$ cat config.mk
export PLATFORM = sky130hd
export DESIGN_NAME = hdl_1_dataflow
export DESIGN_NICKNAME = d
export VERILOG_FILES = /design/src/rtl/hdl_1_dataflow.sv
export SDC_FILE = /design/constraint.sdc
export NUM_CORES = 1
export LEC_CHECK = 0
export BUFFER_PORTS_ARGS = -buffer_cell sky130_fd_sc_hd__buf_4
export CAP_MARGIN = 0
export CORE_ASPECT_RATIO = 2
export CORE_MARGIN = 2
export CORE_UTILIZATION = 30
export CTS_BUF_LIST = sky130_fd_sc_hd__clkbuf_4 sky130_fd_sc_hd__clkbuf_8 sky130_fd_sc_hd__clkbuf_16
export DETAILED_ROUTE_END_ITERATION = 10
export GPL_ROUTABILITY_DRIVEN = 0
export PLACE_DENSITY_LB_ADDON = 0.1
export SLEW_MARGIN = 5
export SYNTH_ARGS = -nofsm -noshare
export SYNTH_HDL_FRONTEND = slang
export SYNTH_SLANG_ARGS = --single-unit
$ cat constraint.sdc
create_clock -name clk -period 3.1 [get_ports clk]
set_input_delay 0.465 -clock clk [delete_from_list [all_inputs] [get_ports clk]]
set_output_delay 0.465 -clock clk [all_outputs]
set_load 0.03 [all_outputs]
$ cat src/rtl/hdl_1_dataflow.sv
// hdl_1_dataflow
//   Combinational 4-input function E = F(A,B,C,D) plus a registered observation
//   path that samples E and its input index when en is high.
//
//   Ports (declaration order is fixed: E, A, B, C, D come first for positional use)
//     E          out 1  F(A,B,C,D) = B'C' + AB' + AD' + AC, zero latency
//     A,B,C,D    in  1  function variables, A is index MSB, D is index LSB
//     clk        in  1  rising-edge clock
//     rst        in  1  synchronous active-high reset, overrides en
//     en         in  1  sample enable for the registered path
//     e_q        out 1  registered E
//     idx_q      out 4  registered index {A,B,C,D}
//     ones_cnt   out 5  enabled samples with E=1, saturates at 31
//     sweep_done out 1  set once every index 0..15 has been sampled since reset
//     mismatch   out 1  sticky disagreement between E and a reference table
//
//   Configuration macro: HDL_1_SELFCHECK_EN
//     Defined   - E is compared against a constant truth table on each enabled
//                 edge; any disagreement sets mismatch until reset.
//     Undefined - no table is built and mismatch is tied low.

module hdl_1_dataflow (
  output logic       E,
  input  logic       A,
  input  logic       B,
  input  logic       C,
  input  logic       D,
  input  logic       clk,
  input  logic       rst,
  input  logic       en,
  output logic       e_q,
  output logic [3:0] idx_q,
  output logic [4:0] ones_cnt,
  output logic       sweep_done,
  output logic       mismatch
);

  localparam logic [4:0]  CntMax  = 5'd31;
  localparam logic [15:0] MaskAll = 16'hFFFF;

  logic [3:0]  idx;
  logic [15:0] idx_onehot;

  logic        e_d;
  logic [3:0]  idx_d;
  logic [4:0]  ones_cnt_q, ones_cnt_d;
  logic [15:0] mask_q, mask_d;
  logic        sweep_done_q, sweep_done_d;

  // Function output: pure dataflow, untouched by reset.
  assign E   = (~B & ~C) | (A & ~B) | (A & ~D) | (A & C);
  assign idx = {A, B, C, D};

  always_comb begin
    idx_onehot      = '0;
    idx_onehot[idx] = 1'b1;
  end

  // Next-state for the registered path; everything holds while en is low.
  always_comb begin
    e_d          = e_q;
    idx_d        = idx_q;
    ones_cnt_d   = ones_cnt_q;
    mask_d       = mask_q;
    sweep_done_d = sweep_done_q;
    if (en) begin
      e_d    = E;
      idx_d  = idx;
      mask_d = mask_q | idx_onehot;
      if (E && (ones_cnt_q != CntMax)) begin
        ones_cnt_d = ones_cnt_q + 5'd1;
      end
      // Set on the same edge the mask fills, then held until reset.
      sweep_done_d = sweep_done_q | (mask_d == MaskAll);
    end
  end

  always_ff @(posedge clk) begin
    if (rst) begin
      e_q          <= 1'b0;
      idx_q        <= 4'd0;
      ones_cnt_q   <= 5'd0;
      mask_q       <= 16'd0;
      sweep_done_q <= 1'b0;
    end else begin
      e_q          <= e_d;
      idx_q        <= idx_d;
      ones_cnt_q   <= ones_cnt_d;
      mask_q       <= mask_d;
      sweep_done_q <= sweep_done_d;
    end
  end

  assign ones_cnt   = ones_cnt_q;
  assign sweep_done = sweep_done_q;

`ifdef HDL_1_SELFCHECK_EN
  // Reference truth table, bit n is F for index n.
  localparam logic [15:0] RefTable = 16'hDF03;

  logic mismatch_q, mismatch_d;

  always_comb begin
    mismatch_d = mismatch_q;
    if (en && (RefTable[idx] != E)) begin
      mismatch_d = 1'b1;
    end
  end

  always_ff @(posedge clk) begin
    if (rst) begin
      mismatch_q <= 1'b0;
    end else begin
      mismatch_q <= mismatch_d;
    end
  end

  assign mismatch = mismatch_q;
`else
  assign mismatch = 1'b0;
`endif

endmodule

==> impl_results.md <==
* Status: finished clean
* DRC Markers at 0
* Setup violators final at 0
* Synth Area per Inst at 9.02 µm²
* Ports at 20
* Syn. warnings at 0
* Area grow syn2layout at 15.2%
* Largest net degree at the start of global routing at 28
* Tot Pwr at roughly 0.65 mW
* CP max FO at 14
* Initial antenna violation count at 0
* First drt pass iteration count at 4
* Largest family of logic cells by synthesized area: compound AO/OA/AOI/OAI gates
* CP arrival at 1.51 ns
* Asr flop ratio synth at 0
* Crit end category: output pin
* Worst r2r src: ones_cnt[0]
* Worst Hold Endpoint: mask_q[15]
* Critical path's top delay family: buffers and inverters
* Seq pwr share at 0.558
* Sequential share of the synthesized area at 0.434
* Buffers on Ports at 18
* Clock power frac at 0.305
* Multi-input logic area at roughly 630 µm²
* Syn Inst Count at 138
* Hold Path Depth at 1
* # fillers at between 400 and 500
* Post-synth cell types at 38
* Sequential cell area at 541 µm²
* Number of global-route vias before repair at 1,097
* Fraction of the mapped netlist area in simple logic gates at 0.185
* Mux cell area share after synthesis at 0.0693
* Worst reg-to-reg path cell count at 6
* Critical path buffer and inverter count at 3
* Total grt overflow at 0
* Final Cycle Share at 0.637
* Xor/xnor share of the synthesized area at 0
* Clock sinks at 27
* Ant. Diodes at 0
* Via/cell ratio at 5.31
* First-pass GRT wire length at 4.93 mm
* Final Hold Viols at 0
* DR iter-0 viols at 21
* RSZ-0062 raised after global routing: no
* Final instance area at 1430 µm²
* Clock Skew at 0.00558 ns
* Sw Pwr at 0.176 mW
* Die Ht at 95.1 µm
* Layout Nets at 160
* Post-CTS Setup Inserts at 0
* DP Area at 1390 µm²
* Setup Crit Path Kind: in -> out
* Setup slack, reg-to-reg at 1.19 ns
* Setup TNS at 0 ns
* Ys flop type: dfxtp_1
* Period minus WS final at a little under 2 ns
* Switch share at 0.270
* H-tree levels at 1
* Starting Density at 0.308
* Fmax at 507 MHz
* Die area at between 4000 and 5000 µm²
* Core Region at about 4000 µm²
* Post-Syn Nets at 147
* Startpoint types: input port
* Clock Latency Late Sink at 0.27 ns
* CTS buffer count at 3
* Power Dens Cells at 455 nW/µm²
* WL per Instance at 15.9 µm
* Post-CTS sizing at 0
* Combinational fraction of design power at 0.137
* # hold bufs at CTS at 0
* Top cell type's share of synthesized area at 0.434
* Slowest CP cell: a21oi_2
* VDD IR-drop max at between 0.2 and 0.25 mV
* Root Buffer Master: clkbuf_8
* Rows at 33
* Compound-cell area share of the yosys netlist at 0.227
* Worst EP required at approximately 2.6 ns
* CP cell instances: buf_4 > nand2b_1 > a21oi_2 > inv_1 > buf_4
* Routed Antenna Nets at 0
* Die span in x at 49.6 µm
* Gr usage total at 0.138
* Yosys top cell by area: dfxtp_1
* P_int at about 0.48 mW
* TritonCTS clock tree: yes
* Max Slew Vio Count at 0
* Post-Synth Adder-Cell Area at 0.0201
* LEAKAGE at 0.555 nW
* HPWL Detailed at 2.37 mm
* Most frequent CP cell: buf_4
* Hold Crit Class: reg -> reg
* Synth top area cells: dfxtp_1 (43%), nor2_1 (6.9%), a21oi_1 (4.8%)
* Clock Pin Slew Worst Setup and Hold Paths at 0.09 ns
* Final WL at 3.21 mm
* Fraction of layout cells with a size suffix above 1 at 0.180
* Clock Path Buffers at 2
* Max-cap violations at 0
* Synthesized area at around 1200 µm²
* Worst hold start: mask_q[15]
* Crit path largest cell delay at roughly 0.36 ns
* DR vias at 1,073
* EDFF count, synth at 0
* #FFs+latches synth at 27
* Reg-to-reg critical path endpoint: ones_cnt[3]
[sequential cells by signal, summed over array words and instances, names as in the netlist]
name        flops
ones_cnt        5
idx_q           4
sweep_done      1
e_q             1
mask_q         16
[logic make-up after synthesis]
logic type                 count (synthesis)
AOI/OAI and AO/OA                         41
DFF                                       27
adders and majority gates                  2
and+or+nand+nor                           44
other                                      1
buffers and inverters                     15
muxes                                      8
[worst register-to-register path: stages, from the launching register on]
cell	delay (ns)
dfxtp_1	0.35
ha_1	0.22
and3_1	0.19
ha_1	0.19
nand2b_1	0.24
or4_1	0.51
a21oi_1	0.14
[cell type report]
type,count,share of cell area
multi-input cells,96,0.438
flip-flops and latches,27,0.377
repair buffers,18,0.0942
well taps,52,0.0454
clock buffers,3,0.0288
inverters,5,0.0131
clock inverters,1,0.00349
[power groups by stage]
| stage | clock (mW) | sequential, mW | combinational, mW |
|---|---|---|---|
| finish | 0.199 | 0.364 | 0.0894 |
| global route | 0.223 | 0.365 | 0.0968 |
| CTS | 0.209 | 0.364 | 0.0898 |
| detailed placement | 0 | 0.372 | 0.0896 |
| global placement | 0 | 0.372 | 0.0890 |
| floorplan | 0 | 0.381 | 0.0523 |
[per-layer routing]
layer | wire length [µm] | track usage | share of wire | up-vias
met5 | 0 | 0 | 0 | -
li1 | - | - | - | 529
met1 | 1200 | 0.129 | 0.37 | 505
met2 | 1780 | 0.274 | 0.55 | 30
met3 | 128 | 0.0204 | 0.040 | 9
met4 | 97 | 0.0764 | 0.030 | 0
[synthesized netlist by cell type (2+ instances only)]
cell and n:
dfxtp_1 27, nor2_1 23, a21oi_1 12, a31oi_1 7, a32oi_1 5, clkbuf_1 5, inv_1 5, mux2_1 4
o21ai_0 4, a41oi_1 3, buf_4 3, mux2i_1 3, nand2b_1 3, nand3_1 3, nor2b_1 3, a32o_1 2
ha_1 2, nand4_1 2, o31ai_1 2, or4_1 2
[per-stage QoR]
step,util,hold WS [ns],worst slack [ns],std cells
floorplan,-,0.428,1.22,138
global placement,0.343,0.466,1.19,198
detailed placement,0.343,0.463,1.13,198
CTS,0.354,0.487,1.13,202
global route,0.354,0.502,1.04,202
finish,0.354,0.480,1.13,202
[placed cells by master (no fill, tap or decap)]
cell | synthesis | final
a2111oi_2 | 1 | 1
a211oi_1 | 1 | 1
a21oi_1 | 12 | 12
a21oi_2 | 1 | 1
a2bb2o_1 | 1 | 1
a31oi_1 | 7 | 7
a32o_1 | 2 | 2
a32oi_1 | 5 | 5
a41oi_1 | 3 | 3
and2b_1 | 1 | 1
and3_1 | 1 | 1
buf_4 | 3 | 18
clkbuf_8 | 0 | 3
clkinv_2 | 0 | 1
conb_1 | 1 | 1
dfxtp_1 | 27 | 27
ha_1 | 2 | 2
inv_1 | 5 | 5
mux2_1 | 4 | 4
mux2_2 | 1 | 1
mux2i_1 | 3 | 3
nand2_1 | 1 | 1
nand2b_1 | 3 | 3
nand3_1 | 3 | 3
nand4_1 | 2 | 2
nor2_1 | 23 | 23
nor2_2 | 1 | 1
nor2b_1 | 3 | 3
nor4b_1 | 1 | 1
nor4b_2 | 1 | 1
nor4bb_1 | 1 | 1
o21a_1 | 1 | 1
o21ai_0 | 4 | 4
o21ai_1 | 1 | 1
o31ai_1 | 2 | 2
or3_1 | 1 | 1
or4_1 | 2 | 2
[worst max path at each step]
stage                startpoint           to  slack, ns  depth (start not counted)
floorplan           ones_cnt[0]  ones_cnt[3]       1.22                          6
global placement              C            E       1.19                          5
detailed placement            C            E       1.13                          5
CTS                           C            E       1.13                          5
global route                  C            E       1.04                          5
finish                        C            E       1.13                          5
Note: power is estimated with default switching activity, not from simulation.
